`src/rtl/pc_unit.sv`:
```
// -----------------------------------------------------------------------------
// pc_unit -- parametrised program counter for the CPU datapath.
//
// Holds the PC and applies one command per cycle from the sequencer:
//   jump      : pc <= {data_in zero-extended into the upper lanes, lo_latch}
//   load_lane : overwrite one DATA_W-wide lane of the PC
//   branch    : 6502-style relative branch.
//               The low lane is updated at once.
//               If the offset carries across a page boundary, the upper lanes
//               are corrected one cycle later in the FIXUP state.
//   inc       : pc <= pc + 1, with a wrap pulse when pc was all-ones
// latch_lo captures data_in in every state so a jump target's low byte can be
// staged ahead of the jump itself.
//
// Handshake: there is no valid/ready pairing here.
//   The command strobes are sampled on every posedge while busy is low.
//   While busy is high, every strobe except latch_lo is dropped.
//   The sequencer must use busy to stall or reissue.
//
// Ports
//   clk, reset   clock; synchronous active-high reset
//   data_in      lane value / jump high byte / signed branch offset
//   lane_sel     lane index for load_lane (out-of-range index is a no-op)
//   load_lane, latch_lo, jump, inc, branch   command strobes
//   pc           registered program counter
//   busy         1 while in FIXUP; this is the FSM state bit itself
//   page_cross   registered pulse, cycle after a page-crossing branch
//   wrap         registered pulse, cycle after inc wrapped all-ones -> 0
// -----------------------------------------------------------------------------
module pc_unit #(
  parameter int unsigned          DATA_W    = 8,
  parameter int unsigned          ADDR_W    = 16,
  parameter logic [ADDR_W-1:0]    RESET_VEC = 16'hFFFC,
  localparam int unsigned         LANES     = ADDR_W / DATA_W,
  localparam int unsigned         LANE_W    = (LANES > 1) ? $clog2(LANES) : 1
) (
  input  logic              clk,
  input  logic              reset,
  input  logic [DATA_W-1:0] data_in,
  input  logic [LANE_W-1:0] lane_sel,
  input  logic              load_lane,
  input  logic              latch_lo,
  input  logic              jump,
  input  logic              inc,
  input  logic              branch,
  output logic [ADDR_W-1:0] pc,
  output logic              busy,
  output logic              page_cross,
  output logic              wrap
);

  localparam int unsigned UP_W = ADDR_W - DATA_W;

  typedef enum logic {
    ST_IDLE  = 1'b0,
    ST_FIXUP = 1'b1
  } state_e;

  state_e            state_q, state_d;
  logic              dir_up_q, dir_up_d;      // FIXUP direction: 1 = +1 page, 0 = -1 page
  logic [ADDR_W-1:0] pc_q, pc_d;
  logic [DATA_W-1:0] lo_latch_q, lo_latch_d;
  logic              page_cross_q, page_cross_d;
  logic              wrap_q, wrap_d;

  // Low-lane add with carry out. The carry is read together with the offset sign
  // to decide whether the branch left the current page.
  logic [DATA_W:0]   lo_sum;
  logic [UP_W-1:0]   upper_q;

  assign lo_sum  = {1'b0, pc_q[DATA_W-1:0]} + {1'b0, data_in};
  assign upper_q = pc_q[ADDR_W-1:DATA_W];

  always_comb begin
    pc_d         = pc_q;
    state_d      = ST_IDLE;
    dir_up_d     = dir_up_q;
    page_cross_d = 1'b0;
    wrap_d       = 1'b0;
    // The latch updates in any state. A jump in the same cycle still reads
    // lo_latch_q, which is the old value.
    lo_latch_d   = latch_lo ? data_in : lo_latch_q;

    case (state_q)
      ST_IDLE: begin
        if (jump) begin
          pc_d                      = '0;
          pc_d[DATA_W-1:0]          = lo_latch_q;
          pc_d[2*DATA_W-1:DATA_W]   = data_in;
        end else if (load_lane) begin
          // A lane index with no matching lane leaves the PC unchanged.
          for (int i = 0; i < int'(LANES); i++) begin
            if (int'(lane_sel) == i) begin
              pc_d[i*DATA_W +: DATA_W] = data_in;
            end
          end
        end else if (branch) begin
          pc_d[DATA_W-1:0] = lo_sum[DATA_W-1:0];
          if (!data_in[DATA_W-1] && lo_sum[DATA_W]) begin
            state_d      = ST_FIXUP;
            dir_up_d     = 1'b1;
            page_cross_d = 1'b1;
          end else if (data_in[DATA_W-1] && !lo_sum[DATA_W]) begin
            state_d      = ST_FIXUP;
            dir_up_d     = 1'b0;
            page_cross_d = 1'b1;
          end
        end else if (inc) begin
          pc_d   = pc_q + 1'b1;
          wrap_d = (pc_q == '1);
        end
      end

      ST_FIXUP: begin
        // This state lasts one cycle. Commands other than latch_lo are dropped here.
        if (dir_up_q) pc_d[ADDR_W-1:DATA_W] = upper_q + 1'b1;
        else          pc_d[ADDR_W-1:DATA_W] = upper_q - 1'b1;
        state_d = ST_IDLE;
      end

      default: state_d = ST_IDLE;
    endcase
  end

  always_ff @(posedge clk) begin
    if (reset) begin
      state_q      <= ST_IDLE;
      dir_up_q     <= 1'b0;
      pc_q         <= RESET_VEC;
      lo_latch_q   <= '0;
      page_cross_q <= 1'b0;
      wrap_q       <= 1'b0;
    end else begin
      state_q      <= state_d;
      dir_up_q     <= dir_up_d;
      pc_q         <= pc_d;
      lo_latch_q   <= lo_latch_d;
      page_cross_q <= page_cross_d;
      wrap_q       <= wrap_d;
    end
  end

  assign pc         = pc_q;
  assign busy       = (state_q == ST_FIXUP);
  assign page_cross = page_cross_q;
  assign wrap       = wrap_q;

endmodule
```
`config.mk`:
```
export PLATFORM = sky130hd
export DESIGN_NAME = pc_unit
export DESIGN_NICKNAME = d
export VERILOG_FILES = /design/src/rtl/pc_unit.sv
export SDC_FILE = /design/constraint.sdc
export NUM_CORES = 1
export LEC_CHECK = 0
export BUFFER_PORTS_ARGS = -buffer_cell sky130_fd_sc_hd__buf_4
export CORE_ASPECT_RATIO = 0.8
export CORE_MARGIN = 3
export CORE_UTILIZATION = 30
export CTS_CLUSTER_DIAMETER = 50
export DETAILED_ROUTE_END_ITERATION = 10
export PLACE_DENSITY = 0.59
export SLEW_MARGIN = 10
export SYNTH_ARGS = -nofsm -noshare
export SYNTH_HDL_FRONTEND = slang
export SYNTH_SLANG_ARGS = --single-unit
```
`constraint.sdc`:
```
create_clock -name clk -period 2.58 [get_ports clk]
set_input_delay 0.129 -clock clk [delete_from_list [all_inputs] [get_ports clk]]
set_output_delay 0.129 -clock clk [all_outputs]
set_load 0.005 [all_outputs]
```
==> results of run 1 <==
==> kinds of logic after synthesis <==
family                   count (synthesis)  share of synthesized area, %
flip-flops                              27                          22.6
multiplexers                            13                          5.43
buffers and inverters                   30                          6.79
AND/OR/NAND/NOR                         99                          21.6
adder cells (fa/ha/maj)                 18                          10.0
AO/OA/AOI/OAI                           94                          27.3
XOR/XNOR                                17                          6.22
==> state kept, by name (all words and copies together), names as in the netlist <==
name and cells:
lo_latch_q 8, busy 1, dir_up_q 1, pc 16
wrap 1
==> power by group <==
group,internal (mW),total [mW],switching [mW]
sequential,0.450,0.485,0.0347
combinational,0.248,0.539,0.290
clock,0.112,0.264,0.153
total,0.810,1.29,0.478
==> per-layer routing <==
metal	routed length (um)	vias up	global-route usage (%)
li1	-	1167	-
met2	3100	70	24.6
met1	3550	1126	23.6
met3	481	2	3.61
met5	0	-	0
met4	16	0	0.706
==> final cells by class <==
type / instances / area, um^2
Clock buffer: 4 / 45.0
Fill cell: 799 / 4690
Inverter: 14 / 52.6
Multi-Input combinational cell: 241 / 1740
Sequential cell: 27 / 542
Tap cell: 105 / 131
Timing Repair Buffer: 49 / 368
==> tightest hold or removal path, delay by kind of cell <==
family	cells	cell delay (ns)
buf+inv	1	0.10
mux	1	0.06
simple gates	1	0.07
==> cell usage in the layout, fill, tap and decap left out, drive strengths merged, types with 3 or more instances in the layout <==
cell / n
nand2: 14
a211oi: 14
clkbuf: 4
a211o: 5
a2111oi: 3
ha: 16
nand2b: 4
inv: 14
o2111ai: 3
xor2: 8
a21oi: 28
dfxtp: 27
nand4: 5
nor3: 10
or2: 4
nor2: 39
a21o: 4
buf: 49
mux2i: 13
nor4: 3
o21bai: 3
nand3: 8
xnor2: 9
o21ai: 17
a31oi: 3
and2: 4
==> worst paths after layout <==
check | from | end | cells past startpoint
setup / recovery | pc[0] | dir_up_q | 13
hold / removal | data_in[6] | lo_latch_q[6] | 3
setup reg to reg | pc[0] | dir_up_q | 13
hold reg to reg | lo_latch_q[1] | lo_latch_q[1] | 2
==> timing repair <==
item / 4_1_cts / 5_1_grt
pin swaps: 2 / 4
setup endpoints to repair: 1 / 1
endpoints found under the hold margin: 0 / 0
gates resized for setup: 2 / 7
setup buffers: 0 / 0
==> impl_metrics.json, run 1 <==
{
  "ys_seq_area_share_pct": 22.6,
  "clockRootBuffer": "clkbuf_8",
  "leakage_nw": 1.17,
  "final-hold-violation-count": 0,
  "via_per_inst": 5.38,
  "fp.dieW_um": 106,
  "clockBufferDepth": 2,
  "fmax_ghz": 0.408,
  "maxCapViolCount": 0,
  "fin_nets": 370,
  "slowest_delay_ns": 0.37,
  "ant_nets": 0,
  "syn_nets": 332,
  "hold_path_class": "input port to register",
  "num_vias": 2365,
  "yosys-top-cells-area": "dfxtp_1 23%, ha_1 8.4%, nor2_1 6.0%",
  "core_area_um2": 7570,
  "dieArea_um2": 9100,
  "h-tree-depth": 1,
  "routed_wl_mm": 7.14,
  "syn_avg_cell_area_um2": 8.04,
  "rrSetupSlack_ns": 0.13,
  "powerDensity_nw_per_um2": 448,
  "final_cell_count_no_fill": 440,
  "layout-drive-gt1-share_pct": 21.2,
  "status": "finished clean",
  "worstSetupEndpointType": "register",
  "yosysWarnings": 0,
  "cp.buffers_inverters": 1,
  "cp_top_family": "adder cells",
  "cp.required_ns": 2.76,
  "die_h_um": 85.9,
  "drtPass1Iterations": 4,
  "worst_pin_slew_ns": 0.751,
  "grt_pass1_vias": 2212,
  "grt_pass1_wl_mm": 11.7,
  "port_buffers": 34,
  "ir_worst_vdd_uv": 200,
  "fin_area_um2": 2880,
  "ys_types": 57,
  "synth.most_common_cell": "nor2_1",
  "track_usage_pct": 15.9,
  "numCtsBuffers": 3,
  "antenna_found_initial": 0,
  "place_hpwl_mm": 5.26,
  "slew_violations": 0,
  "place_congestion": 0.855,
  "pin_count": 35,
  "setup_tns_ns": 0,
  "synth_common_cells": "38 x nor2_1, 28 x a21oi_1, 27 x dfxtp_1",
  "dpl-instance-area_um2": 2790,
  "worst-path-max-fanout": 2,
  "critPathKind": "register to register",
  "clk_pin_slew_ns": 0.10,
  "syn-cell-area_um2": 2390,
  "synth-seq-cells": 27,
  "skew_ns": 0.00556,
  "async_reset_ff_share_pct": 0,
  "drt_iter0_drc": 192,
  "cts_tree": "built",
  "max_slew_margin_pct": 49.8,
  "yosys.area.top_type_share_pct": 22.6,
  "synthFlopType": "dfxtp_1",
  "post-route-period-util_pct": 94.9,
  "dp_slack_ns": -0.00398,
  "power.total_mw": 1.29,
  "cts_hold_buf": 0,
  "setup_viol": 0,
  "netlist_instances": 298,
  "dp.cells": 436,
  "grt_setup_unrepaired": "yes",
  "final_util_pct": 38.0,
  "clock_latency_ns": 0.29,
  "setup_slack_ns": 0.130,
  "min_period_ns": 2.45,
  "crit_slowest_cell": "fa_2",
  "start_util_pct": 31.6,
  "synthToLayoutAreaGrowth_pct": 20.1,
  "whs_ns": 0.0983,
  "synth_top_cell_by_area": "dfxtp_1",
  "critPathLaunchType": "register",
  "n_antenna_cell": 0,
  "wl_per_cell_um": 16.2,
  "drc": 0,
  "grt_max_degree": 30,
  "row_count": 28,
  "synth_edf_count": 0,
  "grt-ovfl-total": 0,
  "path_cells": "ha_4, inv_2, fa_2, nor2b_2, o31a_1, o21ai_1, a21oi_1, o21ai_1, nand2b_1, ha_4, nor4b_4, mux2i_1, nor2_1",
  "worstPathArrival_ns": 2.63,
  "clock_sink_count": 27
}
Note: power is estimated with default switching activity, not from simulation.
==> inputs of run 2 (changes only) <==
- RECOVER_POWER: not set -> 25
- SLEW_MARGIN: 10 -> not set
==> run 2 against run 1 <==
Effect of this change:
- combinational power is essentially flat
- routed wire length grew 0.74%
- critical path type unchanged
- total power grew 0.23%
- sequential power is essentially flat
- non-clock buffer count is the same
- critical path depth is the same
- final cell count is the same
- setup slack lost 0.0014 ns
- cell area is the same
- sequential share of layout area is the same
- first-iteration DRC count shrank 3.6%
- largest power group unchanged
- die area is the same
==> impl_metrics.json, run 2 (same netlist as run 1, synthesis figures left out) <==
{
  "power.total_mw": 1.29,
  "reg2reg_from": "pc[0]",
  "layout_commonest_cell": "buf_4",
  "fillers": 799,
  "setup_viol": 0,
  "reg_top3": "pc (16), lo_latch_q (8)",
  "clockRootBuffer": "clkbuf_8",
  "post-route-period-util_pct": 95.0,
  "rrSetupSlack_ns": 0.13,
  "fin_nets": 370,
  "clock_latency_ns": 0.29,
  "leakage_nw": 1.16,
  "cts_hold_buf": 0,
  "row_count": 28,
  "drt_iter0_drc": 185,
  "ant_nets": 0,
  "crit-reg2reg-capture": "dir_up_q",
  "fin_area_um2": 2880,
  "worstPathArrival_ns": 2.63,
  "clock_sink_count": 27,
  "antenna_found_initial": 0,
  "grt_pass1_vias": 2212,
  "num_vias": 2386,
  "layout-drive-gt1-share_pct": 21.2,
  "powerDensity_nw_per_um2": 449,
  "place_congestion": 0.855,
  "critPathLaunchType": "register",
  "worst_pin_slew_ns": 0.775,
  "cts_tree": "built",
  "whs_ns": 0.0979,
  "final_util_pct": 38.0,
  "cts_setup_buffers": 0,
  "place_hpwl_mm": 5.26,
  "core_area_um2": 7570,
  "cp.required_ns": 2.76,
  "r2r_cells": 13,
  "grt_setup_unrepaired": "yes",
  "skew_ns": 0.00581,
  "dieArea_um2": 9100,
  "synthToLayoutAreaGrowth_pct": 20.1,
  "drc": 0,
  "maxCapViolCount": 0,
  "critPathKind": "register to register",
  "die_h_um": 85.9,
  "startpoint": "pc[0]",
  "routed_wl_mm": 7.20,
  "drtPass1Iterations": 4,
  "hold_path_class": "input port to register",
  "grt-ovfl-total": 0,
  "dpl-instance-area_um2": 2790,
  "start_util_pct": 31.6,
  "largest_register_ffs": 16,
  "n_antenna_cell": 0,
  "port_buffers": 34,
  "fp.dieW_um": 106,
  "track_usage_pct": 15.9,
  "min_period_ns": 2.45,
  "slew_violations": 0,
  "clockBufferDepth": 2,
  "h-tree-depth": 1,
  "grt_max_degree": 30,
  "worstSetupEndpointType": "register",
  "clk_pin_slew_ns": 0.10,
  "pin_count": 35,
  "via_per_inst": 5.42,
  "final-hold-violation-count": 0,
  "crit_end": "dir_up_q",
  "status": "finished clean",
  "worst-path-max-fanout": 2,
  "fmax_ghz": 0.408,
  "ir_worst_vdd_uv": 201,
  "grt_pass1_wl_mm": 11.7,
  "regMostFlops": "pc",
  "wl_per_cell_um": 16.4,
  "max_slew_margin_pct": 48.2,
  "numCtsBuffers": 3,
  "layout_common_cells": "46 x buf_4, 38 x nor2_1, 28 x a21oi_1"
}
## run 2: cell types whose count changed in the layout (fill, tap and decap cells not counted)
cell	previous run	this run
buf_4	49	46
clkbuf_4	0	3
## run 2: how the worst min path moves through the flow
stage / start / endpoint / slack (ns) / cells after the start
after detailed placement: data_in[6] / lo_latch_q[6] / 0.41 / 3
after CTS: data_in[6] / lo_latch_q[6] / 0.09 / 3
after floorplan: inc / wrap / 0.26 / 2
final: data_in[6] / lo_latch_q[6] / 0.1 / 3
after global routing: data_in[6] / lo_latch_q[6] / 0.11 / 3
after global placement: data_in[6] / lo_latch_q[6] / 0.39 / 3
## run 2: what timing repair did
action	4_1_cts	5_1_grt
pin swaps	2	4
resized for setup	2	7
setup endpoints to repair	1	1
## run 2: per-layer routing
layer	wire length, um	global-route usage (%)	share of wire [%]
met1	3600	23.6	50
met5	0	0	0
met3	447	3.61	6.2
met4	16	0.706	0.22
met2	3130	24.6	44
## run 2: power by group
group / total [mW] / switching [mW] / internal [mW]
sequential: 0.485 / 0.0347 / 0.450
clock: 0.265 / 0.154 / 0.112
combinational: 0.540 / 0.292 / 0.248
## run 2: per-stage QoR
step           setup WS, ns  TNS (ns)  cells
6_report              0.129         0    440
5_1_grt             -0.0522   -0.0522    440
4_1_cts              0.0372         0    440
3_5_place_dp       -0.00398  -0.00398    436
3_3_place_gp         0.0494         0    436
2_1_floorplan        0.0407         0    298
## run 2: area by class of cell
type / count / area (um^2) / area share [%]
inverters: 14 / 52.6 / 1.83
repair buffers: 49 / 368 / 12.8
multi-input cells: 241 / 1740 / 60.4
well taps: 105 / 131 / 4.57
flip-flops and latches: 27 / 542 / 18.8
clock buffers: 4 / 45.0 / 1.57
## run 2: worst max-delay path: stages (launching register included)
cell and delay (ns):
dfxtp_2 0.36, ha_4 0.14, inv_2 0.04, fa_2 0.37, nor2b_2 0.14, o31a_1 0.17
o21ai_1 0.07, a21oi_1 0.13, o21ai_1 0.07, nand2b_1 0.11, ha_4 0.21, nor4b_4 0.26
mux2i_1 0.21, nor2_1 0.05
